<file path="src/rtl/cfg_loader_if.sv">
// Handshake and configuration bus between the stream source and cfg_loader.
// The master side drives the serial stream; the slave side (the loader) returns the config.
interface cfg_loader_if #(
    parameter int unsigned NUM_CELLS = 4,
    parameter int unsigned FRAME_W   = 8
);
    logic                           start;
    logic                           din;
    logic                           din_valid;
    logic                           din_ready;
    logic [NUM_CELLS*FRAME_W-1:0]   cfg_out;
    logic                           cfg_valid;
    logic                           busy;
    logic                           err;

    modport master (
        output start, din, din_valid,
        input  din_ready, cfg_out, cfg_valid, busy, err
    );

    modport slave (
        input  start, din, din_valid,
        output din_ready, cfg_out, cfg_valid, busy, err
    );
endinterface

</file>
<file path="src/rtl/cfg_loader.sv">
// Serial configuration loader: sync byte, NUM_CELLS frames, optional checksum byte, atomic commit.
// Define CFG_LOADER_CHECKSUM_EN to require and verify the trailing XOR checksum byte.
module cfg_loader #(
    parameter int unsigned NUM_CELLS = 4,
    parameter int unsigned FRAME_W   = 8
) (
    input logic       clk,
    input logic       clr_n,
    cfg_loader_if.slave bus
);
    localparam int unsigned TotW  = NUM_CELLS * FRAME_W;
    localparam int unsigned BitW  = $clog2((FRAME_W > 8) ? FRAME_W : 8);
    localparam int unsigned FcW   = (NUM_CELLS > 1) ? $clog2(NUM_CELLS) : 1;
    localparam logic [BitW-1:0] ByteLast     = BitW'(7);
    localparam logic [BitW-1:0] FrameLast    = BitW'(FRAME_W - 1);
    localparam logic [FcW-1:0]  FrameCntLast = FcW'(NUM_CELLS - 1);
    localparam logic [7:0]      SyncByte     = 8'hA5;

`ifdef CFG_LOADER_CHECKSUM_EN
    typedef enum logic [2:0] {StIdle, StSync, StLoad, StCheck, StDone, StError} state_e;
`else
    typedef enum logic [2:0] {StIdle, StSync, StLoad, StDone, StError} state_e;
`endif

    state_e             state_q, state_d;
    logic [BitW-1:0]    bit_cnt_q, bit_cnt_d;
    logic [FcW-1:0]     frame_cnt_q, frame_cnt_d;
    logic [7:0]         byte_q, byte_d;
    logic [FRAME_W-1:0] frm_q, frm_d;
    logic [TotW-1:0]    shadow_q, shadow_d;
    logic [TotW-1:0]    cfg_q, cfg_d;
    logic               cfg_valid_q, cfg_valid_d;
    logic               err_q, err_d;
    logic               active;
    logic               accept;

`ifdef CFG_LOADER_CHECKSUM_EN
    logic [7:0] csum_q, csum_d;

    // Wide frames fold into the checksum 8 bits at a time, LSB-aligned.
    function automatic logic [7:0] fold8(input logic [FRAME_W-1:0] f);
        logic [7:0] r;
        r = '0;
        for (int unsigned i = 0; i < FRAME_W; i++) begin
            r[i % 8] = r[i % 8] ^ f[i];
        end
        return r;
    endfunction
`endif

    always_comb begin
        active = (state_q == StSync) || (state_q == StLoad)
`ifdef CFG_LOADER_CHECKSUM_EN
                 || (state_q == StCheck)
`endif
                 ;
    end

    assign accept        = active & bus.din_valid;
    assign bus.din_ready = active;
    assign bus.busy      = active;
    assign bus.cfg_out   = cfg_q;
    assign bus.cfg_valid = cfg_valid_q;
    assign bus.err       = err_q;

    always_comb begin
        state_d     = state_q;
        bit_cnt_d   = bit_cnt_q;
        frame_cnt_d = frame_cnt_q;
        byte_d      = byte_q;
        frm_d       = frm_q;
        shadow_d    = shadow_q;
        cfg_d       = cfg_q;
        cfg_valid_d = cfg_valid_q;
        err_d       = err_q;
`ifdef CFG_LOADER_CHECKSUM_EN
        csum_d      = csum_q;
`endif
        unique case (state_q)
            StIdle, StDone, StError: begin
                if (bus.start) begin
                    state_d     = StSync;
                    err_d       = 1'b0;
                    cfg_valid_d = 1'b0;
                    bit_cnt_d   = '0;
                    frame_cnt_d = '0;
`ifdef CFG_LOADER_CHECKSUM_EN
                    csum_d      = '0;
`endif
                end
            end
            StSync: begin
                if (accept) begin
                    byte_d    = {byte_q[6:0], bus.din};
                    bit_cnt_d = bit_cnt_q + 1'b1;
                    if (bit_cnt_q == ByteLast) begin
                        bit_cnt_d = '0;
                        if (byte_d == SyncByte) begin
                            state_d = StLoad;
                        end else begin
                            state_d = StError;
                            err_d   = 1'b1;
                        end
                    end
                end
            end
            StLoad: begin
                if (accept) begin
                    frm_d     = (frm_q << 1) | FRAME_W'(bus.din);
                    bit_cnt_d = bit_cnt_q + 1'b1;
                    if (bit_cnt_q == FrameLast) begin
                        bit_cnt_d   = '0;
                        frame_cnt_d = frame_cnt_q + 1'b1;
                        // Frame 0 arrives first and ends up in the lowest slice.
                        shadow_d    = (shadow_q >> FRAME_W) | (TotW'(frm_d) << (TotW - FRAME_W));
`ifdef CFG_LOADER_CHECKSUM_EN
                        csum_d      = csum_q ^ fold8(frm_d);
                        if (frame_cnt_q == FrameCntLast) begin
                            state_d = StCheck;
                        end
`else
                        if (frame_cnt_q == FrameCntLast) begin
                            state_d     = StDone;
                            cfg_d       = shadow_d;
                            cfg_valid_d = 1'b1;
                        end
`endif
                    end
                end
            end
`ifdef CFG_LOADER_CHECKSUM_EN
            StCheck: begin
                if (accept) begin
                    byte_d    = {byte_q[6:0], bus.din};
                    bit_cnt_d = bit_cnt_q + 1'b1;
                    if (bit_cnt_q == ByteLast) begin
                        bit_cnt_d = '0;
                        if (byte_d == csum_q) begin
                            state_d     = StDone;
                            cfg_d       = shadow_q;
                            cfg_valid_d = 1'b1;
                        end else begin
                            state_d = StError;
                            err_d   = 1'b1;
                        end
                    end
                end
            end
`endif
            default: state_d = StIdle;
        endcase
    end

    always_ff @(posedge clk or negedge clr_n) begin
        if (!clr_n) begin
            state_q     <= StIdle;
            bit_cnt_q   <= '0;
            frame_cnt_q <= '0;
            byte_q      <= '0;
            frm_q       <= '0;
            shadow_q    <= '0;
            cfg_q       <= '0;
            cfg_valid_q <= 1'b0;
            err_q       <= 1'b0;
        end else begin
            state_q     <= state_d;
            bit_cnt_q   <= bit_cnt_d;
            frame_cnt_q <= frame_cnt_d;
            byte_q      <= byte_d;
            frm_q       <= frm_d;
            shadow_q    <= shadow_d;
            cfg_q       <= cfg_d;
            cfg_valid_q <= cfg_valid_d;
            err_q       <= err_d;
        end
    end

`ifdef CFG_LOADER_CHECKSUM_EN
    always_ff @(posedge clk or negedge clr_n) begin
        if (!clr_n) begin
            csum_q <= '0;
        end else begin
            csum_q <= csum_d;
        end
    end
`endif
endmodule

</file>
<file path="src/flat_wrapper.sv">
// flat-port wrapper written by rule: the top's interface ports become plain ports
module cfg_loader_flat 
#(
    parameter int unsigned NUM_CELLS = 4,
    parameter int unsigned FRAME_W   = 8
)
  (clk, clr_n, bus_start, bus_din, bus_din_valid, bus_din_ready, bus_cfg_out, bus_cfg_valid, bus_busy, bus_err);
  cfg_loader_if #(.NUM_CELLS(NUM_CELLS), .FRAME_W(FRAME_W)) bus_i ();
  input logic clk;
  input logic clr_n;
  input wire logic [$bits(bus_i.start)-1:0] bus_start;
  input wire logic [$bits(bus_i.din)-1:0] bus_din;
  input wire logic [$bits(bus_i.din_valid)-1:0] bus_din_valid;
  output wire logic [$bits(bus_i.din_ready)-1:0] bus_din_ready;
  output wire logic [$bits(bus_i.cfg_out)-1:0] bus_cfg_out;
  output wire logic [$bits(bus_i.cfg_valid)-1:0] bus_cfg_valid;
  output wire logic [$bits(bus_i.busy)-1:0] bus_busy;
  output wire logic [$bits(bus_i.err)-1:0] bus_err;
  assign bus_i.start = bus_start;
  assign bus_i.din = bus_din;
  assign bus_i.din_valid = bus_din_valid;
  assign bus_din_ready = bus_i.din_ready;
  assign bus_cfg_out = bus_i.cfg_out;
  assign bus_cfg_valid = bus_i.cfg_valid;
  assign bus_busy = bus_i.busy;
  assign bus_err = bus_i.err;
  cfg_loader #(.NUM_CELLS(NUM_CELLS), .FRAME_W(FRAME_W)) u_core (.clk(clk), .clr_n(clr_n), .bus(bus_i));
endmodule
</file>
<file path="config.mk">
export PLATFORM = sky130hd
export DESIGN_NAME = cfg_loader_flat
export DESIGN_NICKNAME = d
export VERILOG_FILES = /design/src/rtl/cfg_loader_if.sv /design/src/rtl/cfg_loader.sv /design/src/flat_wrapper.sv
export SDC_FILE = /design/constraint.sdc
export NUM_CORES = 1
export LEC_CHECK = 0
export ABC_AREA = 1
export BUFFER_PORTS_ARGS = -buffer_cell sky130_fd_sc_hd__buf_2
export CAP_MARGIN = 25
export CORE_MARGIN = 2
export CORE_UTILIZATION = 52
export DETAILED_ROUTE_END_ITERATION = 10
export PLACE_DENSITY = 0.76
export SYNTH_ARGS = -nofsm -noshare
export SYNTH_HDL_FRONTEND = slang
export SYNTH_SLANG_ARGS = --single-unit
</file>
<file path="constraint.sdc">
create_clock -name clk -period 1.3 [get_ports clk]
set_input_delay 0.26 -clock clk [delete_from_list [all_inputs] [get_ports clk]]
set_output_delay 0.26 -clock clk [all_outputs]
set_load 0.02 [all_outputs]
</file>
==> out/qor.txt, run 1 <==
vias per cell: 5.25
Area Growth Syn to Fin: 34.5%
crit-path cells: inv_2 > nand2_2 > inv_2 > nand2_1 > nand2_2 > buf_6
worst setup margin: -0.270 ns
# clock sinks: 80
FMAX: 637 MHz
Clock transition at path regs: 0.08 ns
starting density of the core: 0.535
final wirelength: 7960 µm
CP Class: reg2out
top cells by area, synth: dfrtp_1 (59%), nand2_1 (13%), o21ai_2 (8.3%), o21ai_0 (4.4%), inv_1 (4.2%)
Combinational Power Share: 0.341
die area: 7190 µm²
DR WL/cell: 15.3 µm
CP Data Arrival Time: 1.31 ns
post-synth top area cell: dfrtp_1
post-synth top area share: 0.590
Design Power: 7.37 mW
Final setup viols: 75
Worst-Skew Late Latency: 0.36 ns
H-Tree Level Count: 3
Crit path buffers/inverters: 3
syn_nets: 363
fin nets: 447
Synth cell types: 22
GRT overflow: 0
Overall Global Routing Usage: 0.225
most common cell after layout, fill and taps aside: nand2_1
top routing layer in use: met4
initial DRC count: 224
YS warnings: 0
CTS max path bufs: 2
metal3 WL: 339 µm
Power Density: 1610 nW/µm²
kind of end point of the critical path: output port
Routability Congestion: 0.800
status: complete, but fails checks
Internal: 4.80 mW
switching power share of the total: 0.348
# IOs: 41
wl on met1: 3540 µm
CP max stage cell: dfrtp_1
Critical Path Max Stage Delay: 0.40 ns
I/O Buffers: 40
Final Cycle Share: 1.21
worst slew pin tran: 0.279 ns
layout cell share with drive strength beyond 1: 0.413
DR pass1 iterations: 5
minimum clock period: 1.57 ns
Die Wd: 84.8 µm
unrepaired setup endpoints after global routing: true
Reg power frac: 0.408
Max-cap violations: 0
Area after DPL: 3860 µm²
Max VDD drop: 1.22 mV
met2 WL post-DR: 3840 µm
clk_skew: 0.00908 ns
largest net degree at the start of global routing: 29
Worst Hold Class: in2reg
sequential element share of the synthesized area: 0.590
initial antenna violation count: 0
cell family with most CP delay: flip-flops
Final ANT Viol Nets: 0
slew margin rel.: 0.814
CTS tree: done
row count: 29
failing checks: negative setup slack
Mean Syn Cell Area: 9.57 µm²
Post-Syn Instances: 355
CP max FO: 3
most frequent cells in the layout: nand2_1 (98), dfrtp_1 (78), buf_2 (37), o21ai_2 (36), inv_1 (32)
Fin. Hold Viols: 0
CP startpoint kind: register
first-pass GRT wire length: 12700 µm
Num CTS Buffers: 9
number of diodes: 0
Final Max Slew Viols: 0
Core Area: 6350 µm²
vias in the first global route: 2590
CP Data Required Time: 1.04 ns
Clock power frac: 0.251
HPWL Detailed: 4370 µm
Die H: 84.8 µm
clk root buf: clkbuf_8
DRC Markers: 0
area of the mapped netlist: 3400 µm²
Switch Pwr: 2.57 mW
DR vias: 2729
#FFs+latches synth: 80
fin area: 4570 µm²
LEAKAGE: 2.41 nW
## registers in the layout, indices dropped and copies added (netlist names)
name and cells:
u_core.bus.cfg_valid 1, u_core.byte_q 7, u_core.bus.cfg_out 32, u_core.state_q 3
u_core.frm_q 7, u_core.shadow_q 24, u_core.bit_cnt_q 3, u_core.bus.err 1
u_core.frame_cnt_q 2
## area by class of cell
cell class / count / area, µm²
fillers: 415 / 1780
repair buffers: 87 / 808
multi-input cells: 221 / 1300
well taps: 77 / 96.3
clock buffers: 11 / 141
inverters: 40 / 163
clock inverters: 4 / 53.8
flip-flops and latches: 80 / 2000
## final timing paths
path                                        from                      to  slack, ns  depth (start not counted)
max                            u_core.state_q[0]                bus_busy      -0.27                          6
min                                      bus_din     u_core.shadow_q[24]       0.16                          3
max in group asynchronous                  clr_n       u_core.state_q[1]       0.47                          3
min reg2reg                u_core.bus.cfg_out[0]   u_core.bus.cfg_out[0]       0.47                          2
max reg2reg                    u_core.state_q[2]  u_core.bus.cfg_out[12]      -0.24                          8
min in group asynchronous                  clr_n  u_core.bus.cfg_out[10]       0.32                          2
## worst reg2reg max path: cells and delay by family, from the launching register on
family	cells	cell delay, ns
compound gates	1	0.06
buf+inv	2	0.34
flops	1	0.42
simple gates	5	0.62
## logic make-up after synthesis
logic type,Yosys count,share of synthesized area
simple gates,148,0.184
fa+ha+maj,3,0.0111
flops,80,0.590
buf+inv,54,0.0755
compound gates,70,0.140
## cells in the mapped netlist, drive strengths merged
| master | number |
|---|---|
| a21boi | 1 |
| a21oi | 6 |
| buf | 11 |
| clkbuf | 3 |
| dfrtp | 80 |
| ha | 3 |
| inv | 40 |
| nand2 | 117 |
| nand3 | 17 |
| nand3b | 1 |
| nor2 | 12 |
| o21ai | 62 |
| o21bai | 1 |
| or2 | 1 |
## repair_timing
item                                    CTS  global route
pin swaps                                 9             6
resized for setup                        65            28
gates cloned                              5             2
endpoints found under the hold margin    16             0
setup buffers                            15             0
hold buffers                              1             0
endpoints found under the setup margin   69            76
## power by group through the flow
stage / clock network, mW / registers [mW] / logic (mW)
2_1_floorplan: 0 / 3.02 / 1.02
3_3_place_gp: 0 / 3.02 / 1.55
3_5_place_dp: 0 / 3.04 / 1.59
4_1_cts: 1.86 / 2.98 / 2.13
5_1_grt: 1.99 / 3.04 / 2.71
6_report: 1.85 / 3.01 / 2.51
## per-layer routing
metal | track usage | up-vias
met4 | 0.0895 | 0
met2 | 0.357 | 84
met3 | 0.0428 | 25
li1 | - | 1298
met1 | 0.308 | 1322
met5 | 0 | -
## metrics by stage
step	hold slack, ns	setup TNS (ns)	utilization	setup WS, ns	std cells
after global routing	0.173	-17.27	0.719	-0.289	520
final	0.156	-14.01	0.719	-0.270	520
after floorplan	-0.0356	-2.06	-	-0.0701	355
after CTS	0.149	-10.32	0.700	-0.233	518
after detailed placement	0.162	-5.32	0.608	-0.152	483
after global placement	0.160	-2.45	0.608	-0.0748	483
Note: power is estimated with default switching activity, not from simulation.
==> run 2: changes to the inputs <==
Settings changed: ABC_AREA 1 to default.
==> run 2 against run 1 <==
Die area shrank 0.57%. The run still ends with negative setup slack left. Clock-buffer cell count grew 1. Synthesized cell count shrank 40%. Core utilization shrank 2.9 points. Register-to-register slack lost 0.22 ns.
==> out/qor.txt, run 2 <==
status: complete, but fails checks
failing checks: negative setup slack
most common cell in the netlist: dfrtp_1
fill cell count: 408
row count: 29
Hold Path Stages: 3
met2 WL post-DR: 3180 µm
Worst-Skew Late Latency: 0.34 ns
CP startpoint kind: register
FMAX: 569 MHz
first-pass GRT wire length: 10400 µm
CTS max path bufs: 2
YS warnings: 0
Max-cap violations: 0
HPWL Detailed: 4100 µm
slew margin rel.: 0.752
# IOs: 41
FFs w/ async S/R, synth: 1.00
DR WL/cell: 17.0 µm
worst setup margin: -0.457 ns
clk root buf: clkbuf_8
LEAKAGE: 2.25 nW
GRT overflow: 0
crit-path cells: buf_4 > and4bb_1 > and3_4 > clkbuf_16 > mux2_4
DR pass1 iterations: 6
#FFs+latches synth: 80
Routability Congestion: 0.853
CTS tree: done
syn_nets: 221
largest net degree at the start of global routing: 35
r2r setup slk: -0.46 ns
fin nets: 310
Post-Synth XOR/XNOR Area: 0.00259
post-synthesis mux area share: 0.275
EDFF count, synth: 0
metal3 WL: 283 µm
Final Max Slew Viols: 0
unrepaired setup endpoints after global routing: true
Critical Path Max Stage Delay: 0.41 ns
CP Class: reg2reg
pre-CTS WS: -0.346 ns
endpoint of the worst hold path: u_core.bus.cfg_out[24]
Reg-to-Reg Start: u_core.state_q[0]
cell family with most CP delay: simple AND/OR/NAND/NOR gates
CP Data Arrival Time: 1.99 ns
Final setup viols: 82
CP Data Required Time: 1.53 ns
CP max FO: 7
Synth Flop Type: dfrtp_1
Final Util: 0.690
layout cell share with drive strength beyond 1: 0.625
Clock transition at path regs: 0.08 ns
starting density of the core: 0.535
wl on met1: 2940 µm
CP max stage cell: dfrtp_1
Die H: 84.6 µm
top routing layer in use: met4
most frequent cells in the layout: dfrtp_1 (80), mux2_2 (41), buf_2 (37), mux2_4 (31), buf_4 (27)
Synth cell types: 31
Power Density: 1370 nW/µm²
# clock sinks: 80
most common cell after layout, fill and taps aside: dfrtp_1
Reg2Reg Depth: 5
Post-Synth Simple-Gate Area: 0.0486
worst slew pin tran: 0.367 ns
post-synth top area cell: dfrtp_1
Mean Syn Cell Area: 15.8 µm²
vias per cell: 5.38
H-Tree Level Count: 3
initial antenna violation count: 0
post-synth top area share: 0.593
Die Wd: 84.6 µm
Fin. Hold Viols: 0
Post-Syn Instances: 213
vias in the first global route: 2059
Final ANT Viol Nets: 0
max reg flops: 32
number of diodes: 0
Final Cycle Share: 1.35
DR vias: 2064
Worst Hold Class: in2reg
minimum clock period: 1.76 ns
Overall Global Routing Usage: 0.188
initial DRC count: 52
RR Endpoint: u_core.bus.cfg_out[19]
main combinational cell family by area after synthesis: multiplexers
Synth Area in Compound Gates: 0.0274
Worst Hold Launch: bus_din
clk_skew: 0.00641 ns
top cells by area, synth: dfrtp_1 (59%), mux2_2 (14%), mux2_4 (13%), buf_12 (1.8%), buf_6 (1.3%)
Max VDD drop: 0.945 mV
top post-synthesis cells by count: dfrtp_1 (80), mux2_2 (43), mux2_4 (29), nand2_1 (10), inv_1 (5)
die area: 7150 µm²
adder-cell area share of the yosys netlist: 0.0111
sequential element share of the synthesized area: 0.593
Num CTS Buffers: 9
Crit path buffers/inverters: 2
I/O Buffers: 40
kind of end point of the critical path: register
Core Area: 6310 µm²
DRC Markers: 0
final wirelength: 6540 µm
area of the mapped netlist: 3380 µm²
Area Growth Syn to Fin: 29.1%
run 2: worst max path at each step:
stage                                  from                      to  slack, ns  cells past startpoint
after floorplan           u_core.state_q[2]   u_core.bus.cfg_out[0]      -0.35                      6
after global placement    u_core.state_q[0]     u_core.bit_cnt_q[0]      -0.31                      4
after detailed placement  u_core.state_q[0]     u_core.bit_cnt_q[1]      -0.35                      4
after CTS                 u_core.state_q[0]           bus_din_ready      -0.38                      6
after global routing      u_core.state_q[0]                bus_busy      -0.49                      6
final                     u_core.state_q[0]  u_core.bus.cfg_out[19]      -0.46                      5
run 2: kinds of logic after synthesis:
logic type	after synthesis
flip-flops	80
AND/OR/NAND/NOR	27
AO/OA/AOI/OAI	14
adder cells (fa/ha/maj)	3
XOR/XNOR	1
multiplexers	73
buffers and inverters	15
run 2: tightest hold or removal path, delay by kind of cell:
kind                   cells  cell delay (ns)
multiplexers               1             0.13
buffers and inverters      2             0.21
run 2: what timing repair did:
action | 4_1_cts | 5_1_grt
pin swaps | 7 | 8
gates cloned | 0 | 1
hold buffers | 1 | 0
endpoints found under the hold margin | 20 | 0
setup buffers | 13 | 3
resized for setup | 15 | 18
setup endpoints to repair | 82 | 82
run 2: layer usage:
| metal | global-route usage | vias to the layer above |
|---|---|---|
| li1 | - | 935 |
| met1 | 0.248 | 1065 |
| met2 | 0.301 | 49 |
| met3 | 0.0541 | 15 |
| met4 | 0.0620 | 0 |
| met5 | 0 | - |
run 2: cell type report:
cell class	count	area, µm²	area share
clock buffer	12	155	0.0356
multi-input combinational	118	1330	0.305
tap	77	96.3	0.0221
inverter	5	21.3	0.00488
clock inverter	4	28.8	0.00661
timing repair buffer	88	723	0.166
sequential	80	2000	0.460
run 2: through the flow:
stage / area (µm²) / power, mW / hold slack [ns] / instances / TNS [ns]
floorplan: 3410 / 3.44 / -0.0356 / 213 / -18.66
global placement: 3880 / 3.78 / 0.171 / 351 / -15.92
detailed placement: 3880 / 3.83 / 0.174 / 351 / -17.89
CTS: 4240 / 5.80 / 0.273 / 381 / -23.97
global route: 4360 / 6.24 / 0.279 / 384 / -30.21
finish: 4360 / 5.98 / 0.288 / 384 / -27.88
run 2: power breakdown:
part           switching (mW)  internal [mW]  leakage (nW)
Clock                   0.879          0.799        0.0886
Sequential              0.152           2.68          1.10
Combinational           0.606          0.861          1.07
